[src/rtl/port_kbd.sv]
// PS/2 keyboard receiver with byte FIFO, exposed on port I/O at 60h (data) and 64h (status).
// Optional macro PORT_KBD_PARITY_EN enables odd-parity checking of received frames.
module port_kbd #(
  parameter int unsigned DEPTH   = 8,
  parameter int unsigned TIMEOUT = 20000
) (
  input  logic        clock,
  input  logic        reset,
  input  logic [15:0] port_a,
  input  logic [7:0]  port_d,
  output logic [7:0]  port_q,
  input  logic        pr,
  input  logic        pw,
  input  logic        ps2_clk,
  input  logic        ps2_dat
);

  localparam int unsigned AW = $clog2(DEPTH);
  localparam int unsigned CW = AW + 1;
  localparam int unsigned TW = $clog2(TIMEOUT + 1);
  localparam logic [15:0] DATA_PORT = 16'h0060;
  localparam logic [15:0] STAT_PORT = 16'h0064;

  typedef enum logic [1:0] {IDLE, DATA, PARITY, STOP} rx_state_t;

  logic [1:0]    ck_s, dt_s;
  logic          ck_d;
  logic          fall_c, bit_c;

  rx_state_t     state, state_n;
  logic [7:0]    sh, sh_n;
  logic [2:0]    bcnt, bcnt_n;
  logic          par, par_n;
  logic [TW-1:0] tcnt;
  logic          timeout_c, par_ok_c, push_c, perr_set_c;

  logic [7:0]    mem [DEPTH];
  logic [AW-1:0] wptr, rptr;
  logic [CW-1:0] count;
  logic [7:0]    last;
  logic          ovr, perr;
  logic          empty_c, full_c, pop_c, wr_c, ovr_set_c, clr_c;
  logic [7:0]    head_c;
  logic          unused_c;

  // Two-flop synchronisers plus one delay flop for falling-edge detection
  always_ff @(posedge clock or posedge reset) begin
    if (reset) begin
      ck_s <= 2'b11;
      dt_s <= 2'b11;
      ck_d <= 1'b1;
    end else begin
      ck_s <= {ck_s[0], ps2_clk};
      dt_s <= {dt_s[0], ps2_dat};
      ck_d <= ck_s[1];
    end
  end

  assign fall_c = ck_d & ~ck_s[1];
  assign bit_c  = dt_s[1];

  // Receiver state register
  always_ff @(posedge clock or posedge reset) begin
    if (reset) begin
      state <= IDLE;
      sh    <= 8'h00;
      bcnt  <= 3'd0;
      par   <= 1'b0;
    end else begin
      state <= state_n;
      sh    <= sh_n;
      bcnt  <= bcnt_n;
      par   <= par_n;
    end
  end

  // Inactivity counter; saturates so a stalled frame stays abandoned
  always_ff @(posedge clock or posedge reset) begin
    if (reset) begin
      tcnt <= '0;
    end else if (state == IDLE || fall_c) begin
      tcnt <= '0;
    end else if (tcnt != TW'(TIMEOUT)) begin
      tcnt <= tcnt + TW'(1);
    end
  end

  assign timeout_c = (state != IDLE) && (tcnt == TW'(TIMEOUT));

`ifdef PORT_KBD_PARITY_EN
  assign par_ok_c = ^{sh, par};
  assign unused_c = ^port_d;
`else
  assign par_ok_c = 1'b1;
  assign unused_c = ^{port_d, par};
`endif

  // Receiver next-state: timeout has priority over a coincident edge
  always_comb begin
    state_n    = state;
    sh_n       = sh;
    bcnt_n     = bcnt;
    par_n      = par;
    push_c     = 1'b0;
    perr_set_c = 1'b0;
    if (timeout_c) begin
      state_n = IDLE;
    end else if (fall_c) begin
      case (state)
        IDLE: begin
          if (!bit_c) begin
            state_n = DATA;
            bcnt_n  = 3'd0;
          end
        end
        DATA: begin
          sh_n   = {bit_c, sh[7:1]};
          bcnt_n = bcnt + 3'd1;
          if (bcnt == 3'd7) state_n = PARITY;
        end
        PARITY: begin
          par_n   = bit_c;
          state_n = STOP;
        end
        STOP: begin
          state_n = IDLE;
          if (bit_c && par_ok_c) push_c = 1'b1;
          else                   perr_set_c = 1'b1;
        end
        default: state_n = IDLE;
      endcase
    end
  end

  assign empty_c   = (count == '0);
  assign full_c    = (count == CW'(DEPTH));
  assign head_c    = mem[rptr];
  assign pop_c     = pr && (port_a == DATA_PORT) && !empty_c;
  assign wr_c      = push_c && (!full_c || pop_c);
  assign ovr_set_c = push_c && full_c && !pop_c;
  assign clr_c     = pw && (port_a == STAT_PORT);

  always_ff @(posedge clock) begin
    if (wr_c) mem[wptr] <= sh;
  end

  // FIFO pointers, last-popped byte and sticky flags (set beats clear)
  always_ff @(posedge clock or posedge reset) begin
    if (reset) begin
      wptr  <= '0;
      rptr  <= '0;
      count <= '0;
      last  <= 8'h00;
      ovr   <= 1'b0;
      perr  <= 1'b0;
    end else begin
      if (wr_c) wptr <= wptr + AW'(1);
      if (pop_c) begin
        rptr <= rptr + AW'(1);
        last <= head_c;
      end
      case ({wr_c, pop_c})
        2'b10:   count <= count + CW'(1);
        2'b01:   count <= count - CW'(1);
        default: count <= count;
      endcase
      if (ovr_set_c)  ovr <= 1'b1;
      else if (clr_c) ovr <= 1'b0;
      if (perr_set_c) perr <= 1'b1;
      else if (clr_c) perr <= 1'b0;
    end
  end

  // Read mux, valid in the strobe cycle
  always_comb begin
    port_q = 8'hFF;
    if (port_a == DATA_PORT)      port_q = empty_c ? last : head_c;
    else if (port_a == STAT_PORT) port_q = {5'b0, perr, ovr, ~empty_c};
  end

endmodule

[config.mk]
export PLATFORM = sky130hd
export DESIGN_NAME = port_kbd
export DESIGN_NICKNAME = d
export VERILOG_FILES = /design/src/rtl/port_kbd.sv
export SDC_FILE = /design/constraint.sdc
export NUM_CORES = 1
export LEC_CHECK = 0
export BUFFER_PORTS_ARGS = -buffer_cell sky130_fd_sc_hd__buf_2
export CAP_MARGIN = 15
export CORE_AREA = 8 8 106 108
export CTS_BUF_LIST = sky130_fd_sc_hd__clkbuf_4 sky130_fd_sc_hd__clkbuf_8 sky130_fd_sc_hd__clkbuf_16
export CTS_CLUSTER_DIAMETER = 40
export DETAILED_ROUTE_END_ITERATION = 8
export DIE_AREA = 0 0 114 116
export PLACE_DENSITY_LB_ADDON = 0.12
export SYNTH_ARGS = -nofsm -noshare
export SYNTH_HDL_FRONTEND = slang
export SYNTH_SLANG_ARGS = --single-unit
[constraint.sdc]
create_clock -name clock -period 5.6 [get_ports clock]
set_input_delay 0.28 -clock clock [delete_from_list [all_inputs] [get_ports clock]]
set_output_delay 0.28 -clock clock [all_outputs]
set_load 0.01 [all_outputs]
After elaboration in Yosys (flattened, before gate mapping)

Memories as Yosys holds them, arrays and structs flattened.
Cells that the tools add are included.

Flip-flop bits (word level): 53
Bits in writable memories: 64
Logic and storage cells: 88
Memories: 1

Add/subtract/negate cells: 6
Equality and inequality tests: 14
Multiplexer cells: 26
Bitwise gates (word level): 4
Reduce and logical (&&, ||, !) cells: 24

Memories:

| name | words | bits a word | rd ports | clocked after Yosys merged registers in | write ports | RTL line | text |
|---|---|---|---|---|---|---|---|
| mem  | 8     | 8           | 1        | 0                                       | 1           | 37       | `logic [7:0] mem [DEPTH];` |

Operators by type and width:

| kind                    | number |
|---|---|
| $eq A16 B7 Y1 const B   | 2 |
| $mux W15                | 2 |
| $mux W8                 | 3 |
| $add A15 B1 Y15 const B | 1 |
| $eq A15 B15 Y1 const B  | 1 |
| $ne A15 B15 Y1 const B  | 1 |
| $reduce_bool A2 Y1      | 7 |
| $mux W1                 | 13 |
| $add A3 B1 Y3 const B   | 3 |
| $mux W2                 | 4 |
| $pmux W2 S4             | 1 |
| $pmux W4 S2             | 1 |
| $logic_and A1 B1 Y1     | 7 |
| $eq A2 B2 Y1 const B    | 3 |
| $ne A3 B3 Y1 const B    | 2 |
| $pmux W3 S2             | 1 |
| $reduce_and A3 Y1       | 2 |
| $add A4 B1 Y4 const B   | 1 |
| $eq A2 B1 Y1 const B    | 2 |
| $eq A4 B4 Y1 const B    | 1 |
| $logic_not A4 Y1        | 1 |
| $reduce_and A4 Y1       | 1 |
| $sub A4 B1 Y4 const B   | 1 |
| $eq A3 B3 Y1 const B    | 1 |
| 7 further kinds         | 12 |

Longest topological paths before layout

Gate-level depths: netlist of the first run.

Depth after elaboration: 7
Depth in mapped cells: 10

Least setup slack after synthesis of the first run

No wires, ideal clock.

Path type: register to register
Start: reg state[0]
End: mem mem[0][0] (enable)
Library setup time: 0.395 ns
Arrival: 2.322 ns
Data required time: 5.205 ns
Path slack: 2.884 ns
Stages on the path, launching flop included: 8
Path buffers: 0
Period minus slack after synthesis: 2.716 ns
Path through: dfrtp_1 -> inv_1 -> ha_1 -> and3b_1 -> and4_1 -> nor2_1 -> o21ai_4 -> nor4_1

Word-level cells in the longest chain between the ends: 7
Elaborated cells between the ends (all ways): 9
Those cells by class: eq/ne: 1; mux: 5; reduce/logical: 3

Ends and longest elaborated chain:

| item                              | RTL line | text |
|---|---|---|
| start: declaration                | 30       | `rx_state_t state, state_n;` |
| start signal: assignment          | 70       | `state <= state_n;` |
| $eq A2 B2 Y1                      | 109      | `case (state)` |
| $mux W1                           | 109      |  |
| $mux W1                           | 108      | `end else if (fall_c) begin` |
| $mux W1 (*)                       | 106      | `if (timeout_c) begin` |
| $logic_and A1 B1 Y1 (*)           | 139      | `assign wr_c = push_c && (!full_c \|\| pop_c);` |
| $mux W1 (*)                       | 144      | `if (wr_c) mem[wptr] <= sh;` |
| $mux W1 (implied by the code) (*) | 144      |  |
| end: declaration                  | 37       |  |

Every way passes the cells marked *; elsewhere a longest branch is shown, timed or not.

Final worst setup path of the first run

Start: reg state[0]
End: mem mem[7][6] (enable)

The elaborated chain is that of the path after synthesis.

==> results of run 1 <==
==> layout make-up <==
type | instances | area [um2]
clock buffers | 25 | 499
inverters | 10 | 37.5
clock inverters | 7 | 96.3
repair buffers | 39 | 228
well taps | 133 | 166
flip-flops and latches | 117 | 3250
fillers | 735 | 3510
multi-input cells | 207 | 1760
==> cells in the mapped netlist (all sizes together), types with 2 or more instances <==
| library cell | instances | share of area |
|---|---|---|
| nor4 | 3 | 0.0037 |
| mux2 | 28 | 0.068 |
| dfrtp | 48 | 0.24 |
| mux4 | 16 | 0.071 |
| nand3 | 7 | 0.0069 |
| nand3b | 2 | 0.0029 |
| nor4b | 3 | 0.0051 |
| buf | 5 | 0.0073 |
| o22ai | 2 | 0.0024 |
| nand2b | 3 | 0.0037 |
| a21oi | 6 | 0.0059 |
| and3 | 2 | 0.0034 |
| nand4 | 4 | 0.0049 |
| o211ai | 5 | 0.0073 |
| a22o | 3 | 0.0051 |
| ha | 11 | 0.027 |
| o21ai | 20 | 0.023 |
| or3 | 3 | 0.0037 |
| and4 | 4 | 0.0069 |
| xor2 | 11 | 0.019 |
| nand2 | 15 | 0.011 |
| inv | 10 | 0.0073 |
| xnor2 | 7 | 0.012 |
| nor2 | 29 | 0.021 |
| dfstp | 5 | 0.026 |
| edfxtp | 64 | 0.38 |
| or2 | 2 | 0.0024 |
| clkbuf | 6 | 0.0044 |
| nor3 | 8 | 0.0078 |
| and2 | 2 | 0.0029 |
==> how the worst max path moves through the flow <==
| stage | end | slack [ps] |
|---|---|---|
| finish | mem[7][6]$_DFFE_PP_ | 2720 |
| global route | mem[7][7]$_DFFE_PP_ | 2470 |
| CTS | mem[5][7]$_DFFE_PP_ | 2690 |
| detailed placement | mem[5][4]$_DFFE_PP_ | 2720 |
| global placement | mem[3][4]$_DFFE_PP_ | 2710 |
| floorplan | mem[0][0]$_DFFE_PP_ | 2880 |
==> logic make-up after synthesis <==
family	count (synthesis)
buf+inv	21
xor+xnor	18
flops	117
mux	45
compound gates	41
fa+ha+maj	11
simple gates	92
==> critical path, cell delays in order (launching register included) <==
cell and delay [ps]:
dfrtp_1 400, inv_1 100, ha_1 260, and3b_1 200
and4_1 240, nor2_1 300, o211ai_1 240, nor2_1 750
==> power groups by stage <==
| stage | Combinational (W) | Sequential [W] | Clock, W |
|---|---|---|---|
| 4_1_cts | 0.000261 | 0.00118 | 0.00107 |
| 3_5_place_dp | 0.000259 | 0.00120 | 0 |
| 2_1_floorplan | 0.000207 | 0.00115 | 0 |
| 6_report | 0.000256 | 0.00118 | 0.00106 |
| 5_1_grt | 0.000291 | 0.00120 | 0.00111 |
| 3_3_place_gp | 0.000246 | 0.00119 | 0 |
==> stage by stage <==
stage | power, W | hold slack, ps | instances
2_1_floorplan | 0.00136 | 284 | 345
3_3_place_gp | 0.00143 | 345 | 503
3_5_place_dp | 0.00145 | 347 | 503
4_1_cts | 0.00252 | 127 | 538
5_1_grt | 0.00260 | 172 | 538
6_report | 0.00250 | 146 | 538
==> state kept, by name (all words and copies together), names as in the netlist <==
signal	count
mem	64
dt_s	2
last	8
count	4
wptr	3
ovr	1
bcnt	3
sh	8
tcnt	15
state	2
rptr	3
ck_s	2
ck_d	1
perr	1
==> layer usage <==
metal | part of all wire | wire (um)
met1 | 0.45 | 4230
met2 | 0.48 | 4560
met3 | 0.053 | 504
met4 | 0.017 | 159
met5 | 0 | 0
==> results.md, run 1 <==
- Root Driver: clkbuf_8
- Routability congestion estimate: 0.779
- Setup-failing EPs final: 0
- Hold Vio Cnt, Final: 0
- Total gr overflow: 0
- Core area: 0.00955 mm2
- Mapped Cells: approximately 350
- Die height: 116 um
- Ys Warns: 0
- GRT Total Usage: 0.157
- Clk slew on worst S/H paths: 50 ps
- Placed Area: 0.00541 mm2
- Unrepaired setup endpoints after global routing: false
- Initial Util: 0.535
- Main combinational cell family by area after synthesis: multiplexers
- Fmax: 347 MHz
- Mux cell area share after synthesis: 0.140
- Adder-Cell Fraction of Synth Area: 0.0269
- Async set-or-reset flop fraction in the synthesized netlist: 0.453
- Post-Syn Nets: 386
- Drt pass-1 iters: 4
- TritonCTS Sinks: 117
- Fin crit share: 0.515
- R2r worst-path depth: 7
- Post-CTS setup buffers: 0
- Startpoint types: flop
- N_diodes: 0
- Final WL: roughly 9500 um
- Residual DRC: 0
- Power share of the combinational group: 0.102
- Flop2flop setup slack: 2720 ps
- Launch point of the worst reg-to-reg path: state[0]$_DFFE_PP0P_
- Vias in the first global route: between 3000 and 4000
- Synth cell types: 48
- Dominant synthesized flop cell: edfxtp_1
- Hold WC Path Type: input port to flop
- Busiest grt layer: met2
- Actual slew at the worst max-slew pin: 911 ps
- Die width: around 110 um
- Crit Path Max Fanout: 8
- Sequential Power Share: 0.473
- Final core occ: 0.632
- Synthesized area: between 0.005 and 0.006 mm2
- MaxCap Viol Count: 0
- DR iter-0 viols: 206
- Critical R2R Capture: mem[7][6]$_DFFE_PP_
- Synth Area in XOR/XNOR: 0.0309
- Critical Path AT: 3010 ps
- Largest net degree at the start of global routing: 54
- GRT met1 Usage: 0.190
- Layout cells sized above 1: 0.306
- Status: completed
- Worst EP required: approximately 5700 ps
- Seq/Total Area, Yosys: 0.637
- Place WS: roughly 2700 ps
- I/O Buffers: 29
- Switching Power: 0.000614 W
- EDFF count, synth: 64
- Post-cts hold buffer count: 3
- Post-cts sizing count: 0
- Most frequent cells in the layout: edfxtp_1, dfrtp_1, nor2_1, buf_2, mux2_2
- DRT antenna net count: 0
- Hold Path Origin: pw
- CTS tree: done
- Layout area overhead: 18.2%
- DR WL/cell: 17.6 um
- Simple-gate share of the synthesized area: 0.0950
- Via count: 2949
- Slew HR: 0.390
- Post-Syn Area per Cell: 14.8 um2
- Final count of pins violating max slew: 0
- Clock power frac: 0.424
- # rows: 36
- Crit Path Class: flop to flop
- DP HPWL: ~6000 um
- Period minus WS final: just under 3000 ps
- Routed vias/inst: 5.48
- Layout Nets: about 430
- Crit path from: state[0]$_DFFE_PP0P_
- Most common cell after layout, fill and taps aside: edfxtp_1
- Worst-skew pair later-pin latency: a little over 500 ps
- Global Route met3 Usage: 0.0459
- First-pass GRT wire length: 15700 um
- Final instance area: 0.00604 mm2
- Synth Area in Compound Gates: 0.0509
- Leak Pwr: approximately 2.4 nW
- Hold endpoint: ovr$_DFFE_PP0P_
- Antenna violations before repair: 0
- M2 GR Usage: 0.254
- Pint: 0.00188 W
- Fin worst setup slack: roughly 2700 ps
- DIE AREA: 0.0132 mm2
- Boundary Pins: 38
- VDD IR max: 221 uV
- CTS buffer count: 17
- CP endpoint kind: flop
- Hold path depth: 3
- Synthesized flop and latch total: 117
- Setup TNS: 0 ps
- CTS H-tree lvls: 4
- PwrDens: 413 mW/mm2
- Worst clock skew: 9.49 ps
- Switching Fraction: 0.246
- Bufs on Longest Clock Path: 2
(Power assumes the default switching activity.)
==> inputs of run 2 (changes only) <==
ABC_AREA = 1   (was not set)
CORE_AREA = 8 8 109 111   (was 8 8 106 108)
DIE_AREA = 0 0 117 119   (was 0 0 114 116)
clock period = 2.9 ns   (was 5.6 ns; I/O delays follow)
==> run 2 against run 1 <==
First-iteration DRC count up 49%. Sequential power grew 90%. Cell count increased by 40%. Via count increased by 34%. Sequential share of layout area down 3.0 points. Sequential cell count unchanged. Cell area increased by 5.9%. Core utilization grew 0.12 points. Combinational power is 130% higher. Clock power up 87%. Synthesized cell count increased by 59%.
==> results.md, run 2 <==
- R2r worst-path depth: 10 (+3)
- Unrepaired setup endpoints after global routing: false
- Largest net degree at the start of global routing: 52 (-3.7%)
- Die width: 117 um (+2.6%)
- DR WL/cell: 15.0 um (-15%)
- Fin crit share: 0.888
- Fill cells: 858 (+17%)
- Crit path cell chain: inv_1 > o21ai_0 > o22ai_1 > nor2_1 > a31oi_1 > nand2_1 > o211ai_1 > o21ai_0 > nand2_1 > buf_2
- Hold Vio Cnt, Final: 0 (unchanged)
- Leak Pwr: 2.67 nW (+13%)
- GRT Total Usage: 0.176 (+0.0183)
- DR iter-0 viols: 307 (+49%)
- EDFF count, synth: 64 (unchanged)
- MaxCap Viol Count: 0 (unchanged)
- VDD IR max: 420 uV (+90%)
- Routability congestion estimate: 0.820 (+5.3%)
- PwrDens: 752 mW/mm2 (+82%)
- Flop2flop setup slack: 750 ps (-1970 ps)
- Synth area leader: edfxtp_1
- TritonCTS Sinks: 117 (unchanged)
- CTS buffer count: 17 (unchanged)
- Top cells by area, synth: edfxtp_1, dfrtp_1, o21ai_0
- Drt pass-1 iters: 4 (unchanged)
- Dominant synthesized flop cell: edfxtp_1
- Post-synth top area share: 0.356 (-0.0200)
- Boundary Pins: 38 (unchanged)
- Slowest cell delay on critical path: 400 ps (-350 ps)
- Ys Warns: 0 (unchanged)
- Mapped Cells: 549 (+59%)
- Root Driver: clkbuf_8
- Core area: 0.0101 mm2 (+5.7%)
- Hold Path Origin: pr
- Worst clock skew: 21.8 ps (+12.3 ps)
- Crit Path Class: flop to output port
- Post-CTS setup buffers: 0 (unchanged)
- Regs by FF count: mem (64), tcnt (15)
- Status: completed
- Launch point of the worst reg-to-reg path: state[0]$_DFFE_PP0P_
- Worst-skew pair later-pin latency: 520 ps (about the same)
- Worst EP required: 2760 ps (-2970 ps)
- Die height: 119 um (+2.6%)
- Layout cells sized above 1: 0.179 (-0.128)
- Max FFs per register: 64 (unchanged)
- Bufs on Longest Clock Path: 2 (unchanged)
- Placed Area: 0.00575 mm2 (+6.2%)
- Setup-failing EPs final: 0 (unchanged)
- Slowest cell on crit path: inv_1
- Crit path from: rptr[1]$_DFFE_PP0P_
- Seq/Total Area, Yosys: 0.603 (-0.0338)
- Most frequent cells in the layout: nand2_1, nor2_1, o21ai_0
- CP endpoint kind: output port
- Fmax: just under 400 MHz
- Hold WC Path Type: input port to flop
- Critical Path AT: 2430 ps (-580 ps)
- Synthesized area: 0.00540 mm2 (+5.6%)
- Vias in the first global route: 4069 (+30%)
- Setup TNS: 0 ps (unchanged)
- Via count: 3952 (+34%)
- N_diodes: 0 (unchanged)
- Startpoint types: flop
- CTS H-tree lvls: 4 (unchanged)
- Slew HR: 0.631 (+0.241)
- Most flops, register: mem
- DP HPWL: 7520 um (+26%)
- DIE AREA: 0.0139 mm2 (+5.3%)
- Last element of the critical path: port_q[2]
- Synthesized flop and latch total: 117 (unchanged)
- Residual DRC: 0 (unchanged)
- I/O Buffers: 29 (unchanged)
- CTS tree: done
- Async set-or-reset flop fraction in the synthesized netlist: 0.453 (unchanged)
- Post-Syn Nets: 590 (+53%)
- Synth top cells by count: nand2_1, nor2_1, o21ai_0, edfxtp_1, inv_1
- Synth cell types: 39 (-19%)
- Period minus WS final: roughly 2600 ps
- Final WL: 11300 um (+19%)
- Count leader, synth: nand2_1
- Actual slew at the worst max-slew pin: 552 ps (-360 ps)
- DRT antenna net count: 0 (unchanged)
- Post-Syn Area per Cell: 9.83 um2 (-34%)
- Initial Util: 0.535 (about the same)
- Final count of pins violating max slew: 0 (unchanged)
- Critical R2R Capture: mem[0][4]$_DFFE_PP_
- Clk slew on worst S/H paths: 60 ps (about the same)
- Most common cell after layout, fill and taps aside: nand2_1
- # rows: 37 (+2.8%)
- Final core occ: 0.634 (+0.00118)
- Antenna violations before repair: 0 (unchanged)
- Final instance area: 0.00639 mm2 (+5.9%)
- Layout area overhead: 18.5%
- Crit Path Max Fanout: 17 (+9)
- Layout Nets: 644 (+49%)
- Routed vias/inst: 5.26 (-4.1%)
- First-pass GRT wire length: 19100 um (+22%)
- Total gr overflow: 0 (unchanged)
-- run 2: timing repair --
| action | CTS | global route |
|---|---|---|
| endpoints found under the hold margin | 52 | 0 |
| setup endpoints to repair | 0 | 0 |
| hold buffers | 5 | 0 |
| gates resized for setup | 0 | 0 |
-- run 2: metrics by stage --
step / total power [W] / hold slack (ps) / worst slack (ps) / cells
3_3_place_gp: 0.00281 / 252 / 765 / 714
3_5_place_dp: 0.00285 / 251 / 740 / 714
2_1_floorplan: 0.00263 / 149 / 660 / 549
5_1_grt: 0.00506 / 45.9 / 77.2 / 752
4_1_cts: 0.00484 / 15.0 / 265 / 751
6_report: 0.00481 / 34.3 / 324 / 752
-- run 2: how the worst min path moves through the flow --
stage	slack (ps)	depth (start not counted)	end
global placement	250	1	dt_s[0]$_DFF_PP1_
CTS	10	4	perr$_DFFE_PP0P_
finish	30	4	last[0]$_DFFE_PP0P_
floorplan	150	0	ck_s[0]$_DFF_PP1_
detailed placement	250	1	dt_s[0]$_DFF_PP1_
global route	50	4	last[0]$_DFFE_PP0P_
-- run 2: kinds of logic (layout without fill, tap and decap cells) --
| family | count (synthesis) | in the layout | synth area share |
|---|---|---|---|
| AOI/OAI and AO/OA | 113 | 113 | 0.113 |
| and+or+nand+nor | 223 | 223 | 0.188 |
| muxes | 2 | 2 | 0.00417 |
| adders and majority gates | 11 | 11 | 0.0255 |
| DFF | 117 | 117 | 0.603 |
| buffers and inverters | 76 | 143 | 0.0545 |
| xor gates and xnor gates | 7 | 7 | 0.0114 |
-- run 2: area by class of cell --
class                           count  area [um2]  share of cell area
Inverter                           63         236              0.0370
Clock inverter                      9        72.6              0.0114
Tap cell                          136         170              0.0266
Sequential cell                   117        3250               0.509
Clock buffer                       23         500              0.0783
Timing Repair Buffer               48         313              0.0489
Multi-Input combinational cell    356        1850               0.289
-- run 2: critical path, delay by kind of cell (launching register included) --
family	cells	cell delay, ps
AO/OA/AOI/OAI	5	800
flip-flops	1	380
buffers and inverters	2	530
AND/OR/NAND/NOR	3	230
-- run 2: per-layer routing --
layer  up-vias  GRT usage  routed length [um]
li1       1963          -                   -
met1      1889      0.213                4930
met2        80      0.289                5650
met3        20     0.0369                 439
met4         0     0.0881                 257
met5         -          0                   0
-- run 2: report_power, final --
part	leakage [nW]	total, W	internal, W	switching, W
Combinational	1.15	0.000586	0.000212	0.000374
Clock	0.297	0.00198	0.00128	0.000703
Sequential	1.22	0.00224	0.00203	0.000212
Total	2.67	0.00481	0.00352	0.00129
==> inputs of run 3 (changes only) <==
CORE_AREA = 2 2 103 105   (was 8 8 109 111)
DIE_AREA = 0 0 105 107   (was 0 0 117 119)
MAX_ROUTING_LAYER = met4   (was not set)
==> run 3 against run 2 <==
Clock skew decreased by 11 ps. Non-clock buffer count unchanged. Cell area grew 0.14%. Hold slack worse by 8.1 ps. Combinational power fell by 0.9%. Clock-buffer cell count shrank 2. Clock power is 3% higher. Total power grew 0.94%. Register-to-register slack got worse by 20 ps. Cell count unchanged. Routed wire length down 3.4%. Critical endpoint unchanged. Largest power group unchanged. Global-route usage grew 3.8 points.
==> results.md, run 3 (synthesized netlist as in run 2, its figures left out) <==
- Layout Nets: 644 (unchanged)
- Core area: 0.0101 mm2 (unchanged)
- Bufs on Longest Clock Path: 2 (unchanged)
- Post-cts sizing count: 0 (unchanged)
- Root Driver: clkbuf_8
- Most flops, register: mem
- Clk slew on worst S/H paths: 50 ps (about the same)
- PwrDens: 758 mW/mm2 (+0.80%)
- CTS tree: done
- CTS buffer count: 17 (unchanged)
- Hold endpoint: ovr$_DFFE_PP0P_
- Total gr overflow: 0 (unchanged)
- DRT antenna net count: 0 (unchanged)
- VDD IR max: 458 uV (+9.1%)
- Flop2flop setup slack: 730 ps (-20 ps)
- Worst EP required: 2760 ps (about the same)
- Critical Path AT: 2450 ps (+20 ps)
- # rows: 37 (unchanged)
- Startpoint types: flop
- Post-cts hold buffer count: 4 (-1)
- Critical R2R Capture: mem[0][2]$_DFFE_PP_
- Crit Path Class: flop to output port
- Initial Util: 0.535 (unchanged)
- Most common cell after layout, fill and taps aside: nand2_1
- Unrepaired setup endpoints after global routing: false
- Setup-failing EPs final: 0 (unchanged)
- Antenna violations before repair: 0 (unchanged)
- MaxCap Viol Count: 0 (unchanged)
- Period minus WS final: 2590 ps (+19.2 ps)
- Setup TNS: 0 ps (unchanged)
- Hold Path Origin: port_a[2]
- Drt pass-1 iters: 5 (+1)
- CP endpoint kind: output port
- R2r worst-path depth: 10 (unchanged)
- Worst-skew pair later-pin latency: 500 ps (-20 ps)
- Crit Path Max Fanout: 19 (+2)
- Largest net degree at the start of global routing: 52 (unchanged)
- Fin crit share: 0.895 (+0.00664)
- Leak Pwr: 2.66 nW (-0.22%)
- Final core occ: 0.634 (+0.000868)
- Routed vias/inst: 5.21 (-0.89%)
- Die width: 105 um (-10%)
- Worst clock skew: 10.7 ps (-11.1 ps)
- Actual slew at the worst max-slew pin: 585 ps (+33.6 ps)
- Vias in the first global route: 3840 (-5.6%)
- TritonCTS Sinks: 117 (unchanged)
- Slew HR: 0.609 (-0.0218)
- Layout area overhead: 18.7%
- N_diodes: 0 (unchanged)
- Post-CTS setup buffers: 0 (unchanged)
- Status: completed
- CTS H-tree lvls: 4 (unchanged)
- Fmax: 385 MHz (-0.74%)
- Die height: 107 um (-10%)
- DR iter-0 viols: 225 (-27%)
- Final count of pins violating max slew: 0 (unchanged)
- Via count: 3917 (-0.89%)
- DP HPWL: 7270 um (-3.3%)
- First-pass GRT wire length: 18100 um (-5.4%)
- Hold Vio Cnt, Final: 0 (unchanged)
- GRT Total Usage: 0.214 (+0.0385)
- Most frequent cells in the layout: nand2_1, nor2_1, o21ai_0
- Regs by FF count: mem (64), tcnt (15)
- Layout cells sized above 1: 0.179 (unchanged)
- Final WL: 10900 um (-3.4%)
- Hold WC Path Type: input port to flop
- Max FFs per register: 64 (unchanged)
- Boundary Pins: 38 (unchanged)
- Residual DRC: 0 (unchanged)
- I/O Buffers: 29 (unchanged)
- DIE AREA: 0.0112 mm2 (-19%)
- Hold path depth: 4 (unchanged)
- Fill cells: 854 (-0.47%)
- Launch point of the worst reg-to-reg path: state[0]$_DFFE_PP0P_
- DR WL/cell: 14.5 um (-3.4%)
- Routability congestion estimate: 0.789 (-3.8%)
-- run 3: cell count changes in the layout (fill, tap and decap cells not counted), moves of 2 or more --
cell / delta
clkbuf_16: -2
bufinv_16: +2
inv_4: -2
clkinvlp_4: +2
-- run 3: through the flow --
step | setup slack [ps] | instance area (um2) | cells | hold slack, ps | total power (W)
after global placement | 768 | 5760 | 715 | 252 | 0.00280
after CTS | 258 | 6380 | 751 | 12.9 | 0.00488
after detailed placement | 753 | 5760 | 715 | 251 | 0.00284
after floorplan | 660 | 5400 | 549 | 149 | 0.00263
final | 305 | 6400 | 752 | 26.2 | 0.00485
after global routing | 67.8 | 6400 | 752 | 41.5 | 0.00508
-- run 3: cell type report --
cell class / instances / area [um2] / area share
Sequential cell: 117 / 3250 / 0.508
Multi-Input combinational cell: 356 / 1850 / 0.288
Clock buffer: 21 / 450 / 0.0704
Timing Repair Buffer: 48 / 310 / 0.0485
Inverter: 63 / 236 / 0.0369
Tap cell: 136 / 170 / 0.0266
Clock inverter: 11 / 134 / 0.0209
-- run 3: worst max path at each step --
stage	start	endpoint	slack [ps]
floorplan	ck_d$_DFF_PP1_	mem[4][0]$_DFFE_PP_	660
global placement	ck_d$_DFF_PP1_	mem[0][6]$_DFFE_PP_	770
detailed placement	state[0]$_DFFE_PP0P_	mem[0][6]$_DFFE_PP_	750
CTS	rptr[0]$_DFFE_PP0P_	port_q[2]	260
global route	rptr[0]$_DFFE_PP0P_	port_q[2]	70
finish	rptr[0]$_DFFE_PP0P_	port_q[2]	310
-- run 3: where the power goes --
group	switching (W)	internal, W	total, W	leakage, nW
clock network	0.000684	0.00135	0.00203	0.289
logic	0.000370	0.000210	0.000581	1.16
registers	0.000214	0.00203	0.00224	1.22
-- run 3: metal layers --
layer | vias up | track usage | wire length (um) | share of wire
met5 | - | - | 0 | 0
li1 | 1964 | - | - | -
met3 | 6 | 0.0535 | 322 | 0.030
met4 | 0 | 0.0629 | 87 | 0.0080
met2 | 70 | 0.358 | 5540 | 0.51
met1 | 1877 | 0.260 | 4950 | 0.45
-- run 3: critical path: stages, from the launching register on --
cell and delay (ps):
dfrtp_1 370, inv_1 440, o21ai_0 150, o22ai_1 200, nor2_1 70, a31oi_1 260
nand2_1 90, o211ai_1 90, o21ai_0 100, nand2_1 60, buf_2 120
